## src/rtl/fifo_pkg.sv

```systemverilog
// Shared definitions for FIFO-side controllers.
// Holds the read-side FSM state encoding so other controllers reuse the same values.
package fifo_pkg;

    typedef enum logic {
        IDLE   = 1'b0,
        STREAM = 1'b1
    } fifo_rd_state_e;

endpackage

```

## src/rtl/burst_out_reg.sv

```systemverilog
// Output register stage for the burst reader: one data+last beat with valid/ready.
// A load always wins over a same-cycle accept, which gives back-to-back beats.
module burst_out_reg #(
    parameter int DATA_WIDTH = 32
) (
    input  logic                  clk,
    input  logic                  rst,
    input  logic                  i_load,
    input  logic [DATA_WIDTH-1:0] i_data,
    input  logic                  i_last,
    input  logic                  i_ready,
    output logic [DATA_WIDTH-1:0] o_data,
    output logic                  o_valid,
    output logic                  o_last
);

    logic [DATA_WIDTH-1:0] r_data;
    logic                  r_valid;
    logic                  r_last;

    // Capture a beat on load; drop valid on accept; otherwise hold data and last stable.
    always_ff @(posedge clk or posedge rst) begin
        if (rst) begin
            r_data  <= '0;
            r_valid <= 1'b0;
            r_last  <= 1'b0;
        end else if (i_load) begin
            r_data  <= i_data;
            r_valid <= 1'b1;
            r_last  <= i_last;
        end else if (r_valid && i_ready) begin
            r_valid <= 1'b0;
        end
    end

    assign o_data  = r_data;
    assign o_valid = r_valid;
    assign o_last  = r_last;

endmodule

```

## src/rtl/fifo_burst_reader.sv

```systemverilog
// Burst reader: waits for BURST_LEN words in the upstream sync FIFO, then pops them
// one per cycle into a registered valid/ready output, flagging the final beat.
// Optional feature macro BURST_TIMEOUT_EN: flush a partial burst after TIMEOUT_CYC
// idle cycles with words waiting below the threshold.
module fifo_burst_reader
    import fifo_pkg::*;
#(
    parameter int  DATA_WIDTH  = 32,
    parameter int  FIFO_DEPTH  = 32,
    parameter int  BURST_LEN   = 8,
    parameter int  TIMEOUT_CYC = 64,
    localparam int ADDR_WIDTH  = $clog2(FIFO_DEPTH)
) (
    input  logic                  clk,
    input  logic                  rst,
    input  logic [DATA_WIDTH-1:0] fifo_data_i,
    input  logic                  fifo_empty_i,
    input  logic [ADDR_WIDTH:0]   fifo_counter_i,
    output logic                  fifo_rd_valid_o,
    output logic [DATA_WIDTH-1:0] fwd_data_o,
    output logic                  fwd_valid_o,
    output logic                  fwd_last_o,
    input  logic                  fwd_ready_i,
    output logic                  busy_o
);

    localparam int REM_W = $clog2(BURST_LEN + 1);
    localparam int CNT_W = ADDR_WIDTH + 1;
    localparam logic [CNT_W-1:0] BURST_LEN_C = CNT_W'(BURST_LEN);
    localparam logic [REM_W-1:0] BURST_LEN_R = REM_W'(BURST_LEN);

    if (BURST_LEN < 1 || BURST_LEN > FIFO_DEPTH) begin : g_bad_burst_len
        $error("BURST_LEN must be in 1..FIFO_DEPTH");
    end
    if (TIMEOUT_CYC < 1) begin : g_bad_timeout
        $error("TIMEOUT_CYC must be at least 1");
    end

    fifo_rd_state_e   r_state;
    logic [REM_W-1:0] r_remaining;
    logic             w_pop;
    logic             w_last_beat;
    logic             w_fwd_valid;

`ifdef BURST_TIMEOUT_EN
    localparam int TO_W = $clog2(TIMEOUT_CYC + 1);
    localparam logic [TO_W-1:0] TO_LAST = TO_W'(TIMEOUT_CYC - 1);
    logic [TO_W-1:0] r_timeout;
`endif

    // Pop only while streaming, with words left in the burst and room in the output stage.
    always_comb begin
        w_pop = (r_state == STREAM) && !fifo_empty_i && (r_remaining != '0) &&
                (!w_fwd_valid || fwd_ready_i);
        w_last_beat = (r_remaining == REM_W'(1));
    end

    // Burst FSM: start on threshold (or timeout), count pops down, return to IDLE on the last.
    always_ff @(posedge clk or posedge rst) begin
        if (rst) begin
            r_state     <= IDLE;
            r_remaining <= '0;
`ifdef BURST_TIMEOUT_EN
            r_timeout   <= '0;
`endif
        end else begin
            case (r_state)
                IDLE: begin
                    if (fifo_counter_i >= BURST_LEN_C) begin
                        r_state     <= STREAM;
                        r_remaining <= BURST_LEN_R;
`ifdef BURST_TIMEOUT_EN
                        r_timeout   <= '0;
                    end else if (fifo_counter_i != '0) begin
                        if (r_timeout == TO_LAST) begin
                            // Partial burst: take whatever is waiting right now.
                            r_state     <= STREAM;
                            r_remaining <= fifo_counter_i[REM_W-1:0];
                            r_timeout   <= '0;
                        end else begin
                            r_timeout <= r_timeout + TO_W'(1);
                        end
                    end else begin
                        r_timeout <= '0;
`endif
                    end
                end
                STREAM: begin
`ifdef BURST_TIMEOUT_EN
                    r_timeout <= '0;
`endif
                    if (w_pop) begin
                        r_remaining <= r_remaining - REM_W'(1);
                        if (w_last_beat) begin
                            r_state <= IDLE;
                        end
                    end
                end
                default: r_state <= IDLE;
            endcase
        end
    end

    burst_out_reg #(
        .DATA_WIDTH (DATA_WIDTH)
    ) u_out_reg (
        .clk     (clk),
        .rst     (rst),
        .i_load  (w_pop),
        .i_data  (fifo_data_i),
        .i_last  (w_last_beat),
        .i_ready (fwd_ready_i),
        .o_data  (fwd_data_o),
        .o_valid (w_fwd_valid),
        .o_last  (fwd_last_o)
    );

    assign fwd_valid_o     = w_fwd_valid;
    assign fifo_rd_valid_o = w_pop;
    assign busy_o          = (r_state != IDLE) || w_fwd_valid;

endmodule

```

## config.mk

```make
export PLATFORM = sky130hd
export DESIGN_NAME = fifo_burst_reader
export DESIGN_NICKNAME = d
export VERILOG_FILES = /design/src/rtl/fifo_pkg.sv /design/src/rtl/burst_out_reg.sv /design/src/rtl/fifo_burst_reader.sv
export SDC_FILE = /design/constraint.sdc
export NUM_CORES = 1
export LEC_CHECK = 0
export CORE_MARGIN = 3
export CORE_UTILIZATION = 35
export DETAILED_ROUTE_END_ITERATION = 8
export PLACE_DENSITY = 0.72
export SYNTH_ARGS = -nofsm -noshare
export SYNTH_HDL_FRONTEND = slang
export SYNTH_HIERARCHICAL = 1
export SYNTH_SLANG_ARGS = --single-unit
export TNS_END_PERCENT = 100
```

## constraint.sdc

```tcl
create_clock -name clk -period 2.1 [get_ports clk]
set_clock_uncertainty 0.2 [all_clocks]
set_input_delay 0.315 -clock clk [delete_from_list [all_inputs] [get_ports clk]]
set_output_delay 0.315 -clock clk [all_outputs]
set_load 0.02 [all_outputs]
```

# [Word level (Yosys, flattened, before mapping)]
# Cells that the tools add are included.
[op_classes] n_bitwise=1 order_cmp=1 mux=9 n_eq_ne=3 n_addsub=1 reduce_logical=11
[ops] cell="4-bit two-way mux" count=2
[ops] cell="4-bit case mux with 2 select lines" count=1
[ops] cell="6-bit by 4-bit greater-or-equal comparator with 1-bit output, second input constant" count=1
[ops] cell="1-bit two-way mux" count=5
[ops] cell="4-bit by 1-bit == test with 1-bit output, second input constant" count=1
[ops] cell="1-bit logical AND" count=4
[ops] cell="2-bit != test, second input constant" count=2
[ops] cell="4-bit nonzero test" count=1
[ops] cell="4-bit by 1-bit subtractor with 4-bit output, second input constant" count=1
[ops] cell="1-bit logical NOT" count=2
[ops] cell="1-bit logical OR" count=2
[ops] cell="1-bit case mux with 2 select lines" count=1
[ops] cell="2-bit AND reduction" count=1
[ops] cell="2-bit nonzero test" count=1
[ops] cell="1-bit inverter" count=1
[totals] in_bits=42 register_bits=39 output_inout_bits=36 word_cells=31

# [Logic depth before layout (Yosys ltp)]
[logic_depth] depth_word=6 mapped_depth=7 mapped_depth_nobuf=5

# [Hierarchy]
# Netlist, hierarchy kept.
[by_module_without_submodules] mod="burst_out_reg" cells_each=74 instances=1 area_each_um2=1417.6 seq_area_each_um2=850.8
[by_module_without_submodules] mod="fifo_burst_reader" cells_each=44 instances=1 area_each_um2=384.1 seq_area_each_um2=125.1

# [Worst setup path before layout]
# Ideal clock, no wire load.
[synth_path] kind="reg2reg" start="register r_remaining[0]" end="register u_out_reg.r_data[0] (netlist: u_out_reg/o_data[0])" setup_time_ps=125 n_path_buf=2 t_arrival_ps=2060 required_time_ps=1775 slack_ps=-286 stages_incl_launch_ff=8 period_less_slack_ps=2386 path_cell_list="dfrtp_1 > inv_1 > ha_1 > nor3b_2 > nor3_1 > buf_6 > buf_12 > mux2_4"
[synth_between] elab_chain_len=3
[synth_rtl] element="start: declaration" line="fifo_burst_reader.sv:40" text="logic [REM_W-1:0] r_remaining;"
[synth_rtl] element="start signal: assignment" line="fifo_burst_reader.sv:93" text="r_remaining <= r_remaining - REM_W'(1);"
[synth_rtl] element="4-bit nonzero test" line="fifo_burst_reader.sv:53" text="w_pop = (r_state == STREAM) && !fifo_empty_i && (r_remaining != '0) &&"
[synth_rtl] element="1-bit logical AND (2 in a row)" line="fifo_burst_reader.sv:53"
[synth_rtl] element="via fifo_rd_valid_o" line="fifo_burst_reader.sv:19" text="output logic fifo_rd_valid_o,"
[synth_rtl] element="end signal: assignment" line="burst_out_reg.sv:28" text="r_data <= i_data;"
[synth_rtl] element="end: declaration" line="burst_out_reg.sv:17" text="logic [DATA_WIDTH-1:0] r_data;"
# The timed path passes the listed nets, and every way through them passes these cells.
# A chain may end at the register's enable or synchronous reset.

# [Worst setup path after layout]
[layout_path] start="input fwd_ready_i" end="output fifo_rd_valid_o"
[layout_between] elab_chain_len=2
[layout_rtl] element="start: declaration" line="fifo_burst_reader.sv:23" text="input logic fwd_ready_i,"
[layout_rtl] element="1-bit logical OR" line="fifo_burst_reader.sv:54" text="(!w_fwd_valid || fwd_ready_i);"
[layout_rtl] element="1-bit logical AND" line="fifo_burst_reader.sv:53"
[layout_rtl] element="end: declaration" line="fifo_burst_reader.sv:19"
# Every way passes these cells.

==> qor.csv <==
stage;metric;value;unit
setup_path;FF-to-FF setup slack;0.20;ns
clock_network;CTS sink cnt;39;
clock_network;Clock Latency Late Sink;0.28;ns
detailed_routing;Vias;1255;
clock_network;H-tree Lvls;2;
setup_path;worst-case reg-to-reg path depth;6;
floorplanning;core area;4850;µm²
floorplanning;Rows;25;
setup_path;WP data required;1.58;ns
synth;register area share after synthesis;54.2;%
setup_path;worst reg2reg endpoint;u_out_reg/o_data[24];
setup_path;critical-path maximum fanout;3;
synth;Syn Inst Count;118;
place;Post-Place Setup Slack;-0.308;ns
synth;Yosys top cell area share;54.2;%
setup_path;Worst setup SP type;input pin;
cells_and_area;most frequent cells in the layout;clkdlybuf4s50_1, dfrtp_1, mux2_4, buf_4, inv_1;
detailed_routing;DRT Pass-1 Iters;4;
global_route;GRT Total Usage;14.5;%
global_route;vias in the first global route;1414;
cells_and_area;fin util;56.6;%
setup_path;crit path capture type;output port;
synth;Mapped Nets;163;
setup_path;Arr. time, crit path;1.45;ns
setup_path;crit path from;fwd_ready_i;
timing;Max Slew Vio Count;0;
global_route;global route overflow;0;
detailed_routing;final antenna-violating net count;0;
detailed_routing;vias per cell;4.58;
synth;mapped cell area;1800;µm²
global_route;pin count of the biggest net entering global routing;35;
setup_path;CP endpoint;fifo_rd_valid_o;
synth;FF+latch count, synth;39;
cells_and_area;multi-input logic area;737;µm²
cells_and_area;commonest non-fill, non-tap cell in the layout;clkdlybuf4s50_1;
power_and_ir_drop;power density over the cells;1500;nW/µm²
detailed_routing;wire per inst;15.1;µm
power_and_ir_drop;worst ir drop on vdd;816;µV
detailed_routing;WL final;4130;µm
synth;Post-synth top flop;dfrtp_1;
floorplanning;total die area;6050;µm²
cells_and_area;share of cells above drive strength 1;28.0;%
run_status;status;complete, no violations;
synth;asr flop ratio synth;100;%
cells_and_area;number of diodes;0;
global_route;first-pass GRT wire length;6950;µm
floorplanning;DIE WIDTH;77.8;µm
cells_and_area;Layout Nets;253;
timing;slew margin rel.;68.8;%
timing;Fmax;508;MHz
timing;Setup WS post-layout;0.133;ns
detailed_routing;DR iter-0 viols;37;
clock_network;Clock Tree Root;clkbuf_8;
detailed_routing;Post-route DRC;0;
floorplanning;Initial Utilization;37.2;%
global_route;initial antenna violation count;0;
synth;Distinct cells, synth;27;
setup_path;Reg2Reg Launch Point;r_remaining[0];
cells_and_area;Reg area;976;µm²
cells_and_area;Layout area overhead;52.2;%
timing;Final Setup Violations;0;
synth;Synth area leaders;dfrtp_1, mux2_4, buf_12, mux2_2, ha_1;
timing;Worst-Margin Slew;0.464;ns
cells_and_area;fillers;405;
clock_network;TritonCTS clock tree;built;
power_and_ir_drop;Lkg Pwr;1.22;nW
synth;YS warnings;6;
floorplanning;Die Y;77.8;µm
setup_path;CP Class;in -> out;
synth;area leader, netlist;dfrtp_1;
place;PortBufs;74;
place;placer congestion estimate;0.873;
clock_network;CTS Buf Count;5;
run;Max Cap Violations;0;
timing;final worst-path cycle share;93.7;%
place;DP Wirelength;3160;µm
clock_network;CTS Buffer Depth;2;
timing;fin crit period;1.97;ns
synth;synthesized area per cell;15.3;µm²
timing;Final Hold Vio Count;0;
synth;Post-synth EDFFs;0;
timing;RSZ-0062 raised after global routing;false;
hold_path;Hold Path Class;in -> async;
floorplanning;# IOs;78;
clock_network;clk slew on worst S/H paths;0.07;ns
what timing repair did:
item                       4_1_cts  5_1_grt
setup buffers                    0        0
hold buffers                     0        0
resized for setup                5        2
setup endpoints to repair        2        5
report_power, final:
| group | leakage (nW) | switching (mW) | internal (mW) |
|---|---|---|---|
| Clock | 0.0371 | 0.228 | 0.221 |
| Combinational | 0.729 | 0.973 | 1.31 |
| Sequential | 0.456 | 0.261 | 1.13 |
| Total | 1.22 | 1.46 | 2.66 |
kinds of logic after synthesis:
family          after synthesis  synth area share, %
compound gates                9                 3.96
flops                        39                 54.2
simple gates                 21                 7.22
mux                          33                 26.7
fa+ha+maj                     3                 2.08
buf+inv                      13                 5.90
cell usage after synthesis, types with 2 or more instances:
| master | n |
|---|---|
| nor3_1 | 3 |
| dfrtp_1 | 39 |
| ha_1 | 3 |
| inv_1 | 8 |
| nand2b_1 | 3 |
| nand2_1 | 5 |
| or4_1 | 2 |
| mux2_2 | 4 |
| mux2_4 | 29 |
| buf_12 | 3 |
| o311ai_1 | 3 |
layer usage:
layer / track usage [%] / wire length, µm / vias up
met5: 0 / 0 / -
met4: 4.80 / 40 / 0
met3: 2.90 / 179 / 5
met2: 25.6 / 2230 / 44
met1: 17.6 / 1680 / 619
li1: - / - / 587
area by class of cell:
type / count / area share [%]
clock buffers: 6 / 2.65
inverters: 8 / 1.09
multi-input cells: 66 / 26.9
flip-flops and latches: 39 / 35.6
well taps: 67 / 3.06
repair buffers: 88 / 30.7
worst max-delay path, stage by stage:
cell and delay (ns):
clkdlybuf4s50_1 0.47, nand2b_1 0.13, nand2_1 0.11, nor3_4 0.22, buf_2 0.21
worst min-delay path by stage:
stage / end / depth (start not counted) / slack (ns)
2_1_floorplan: r_remaining[0] / 1 / -0.11
3_3_place_gp: u_out_reg/o_data[2] / 1 / 0.29
3_5_place_dp: u_out_reg/o_data[17] / 1 / 0.30
4_1_cts: r_state / 2 / 0.08
5_1_grt: r_state / 2 / 0.1
6_report: r_state / 2 / 0.08
registers in the layout, summed over array words and instances, names as in the netlist:
signal	flops
u_out_reg/o_data	32
r_remaining	4
r_state	1
u_out_reg/o_last	1
u_out_reg/o_valid	1
metrics by stage:
stage / hold slack, ns / total power, mW / cells / setup TNS [ns] / area (µm²)
2_1_floorplan: -0.106 / 2.71 / 118 / 0 / 1810
3_3_place_gp: 0.293 / 3.61 / 268 / -3.18 / 2670
3_5_place_dp: 0.297 / 3.67 / 268 / -5.09 / 2670
4_1_cts: 0.0789 / 4.17 / 274 / 0 / 2750
5_1_grt: 0.0954 / 4.37 / 274 / 0 / 2740
6_report: 0.0767 / 4.12 / 274 / 0 / 2740
No activity file was read; power rests on OpenSTA's default activity.
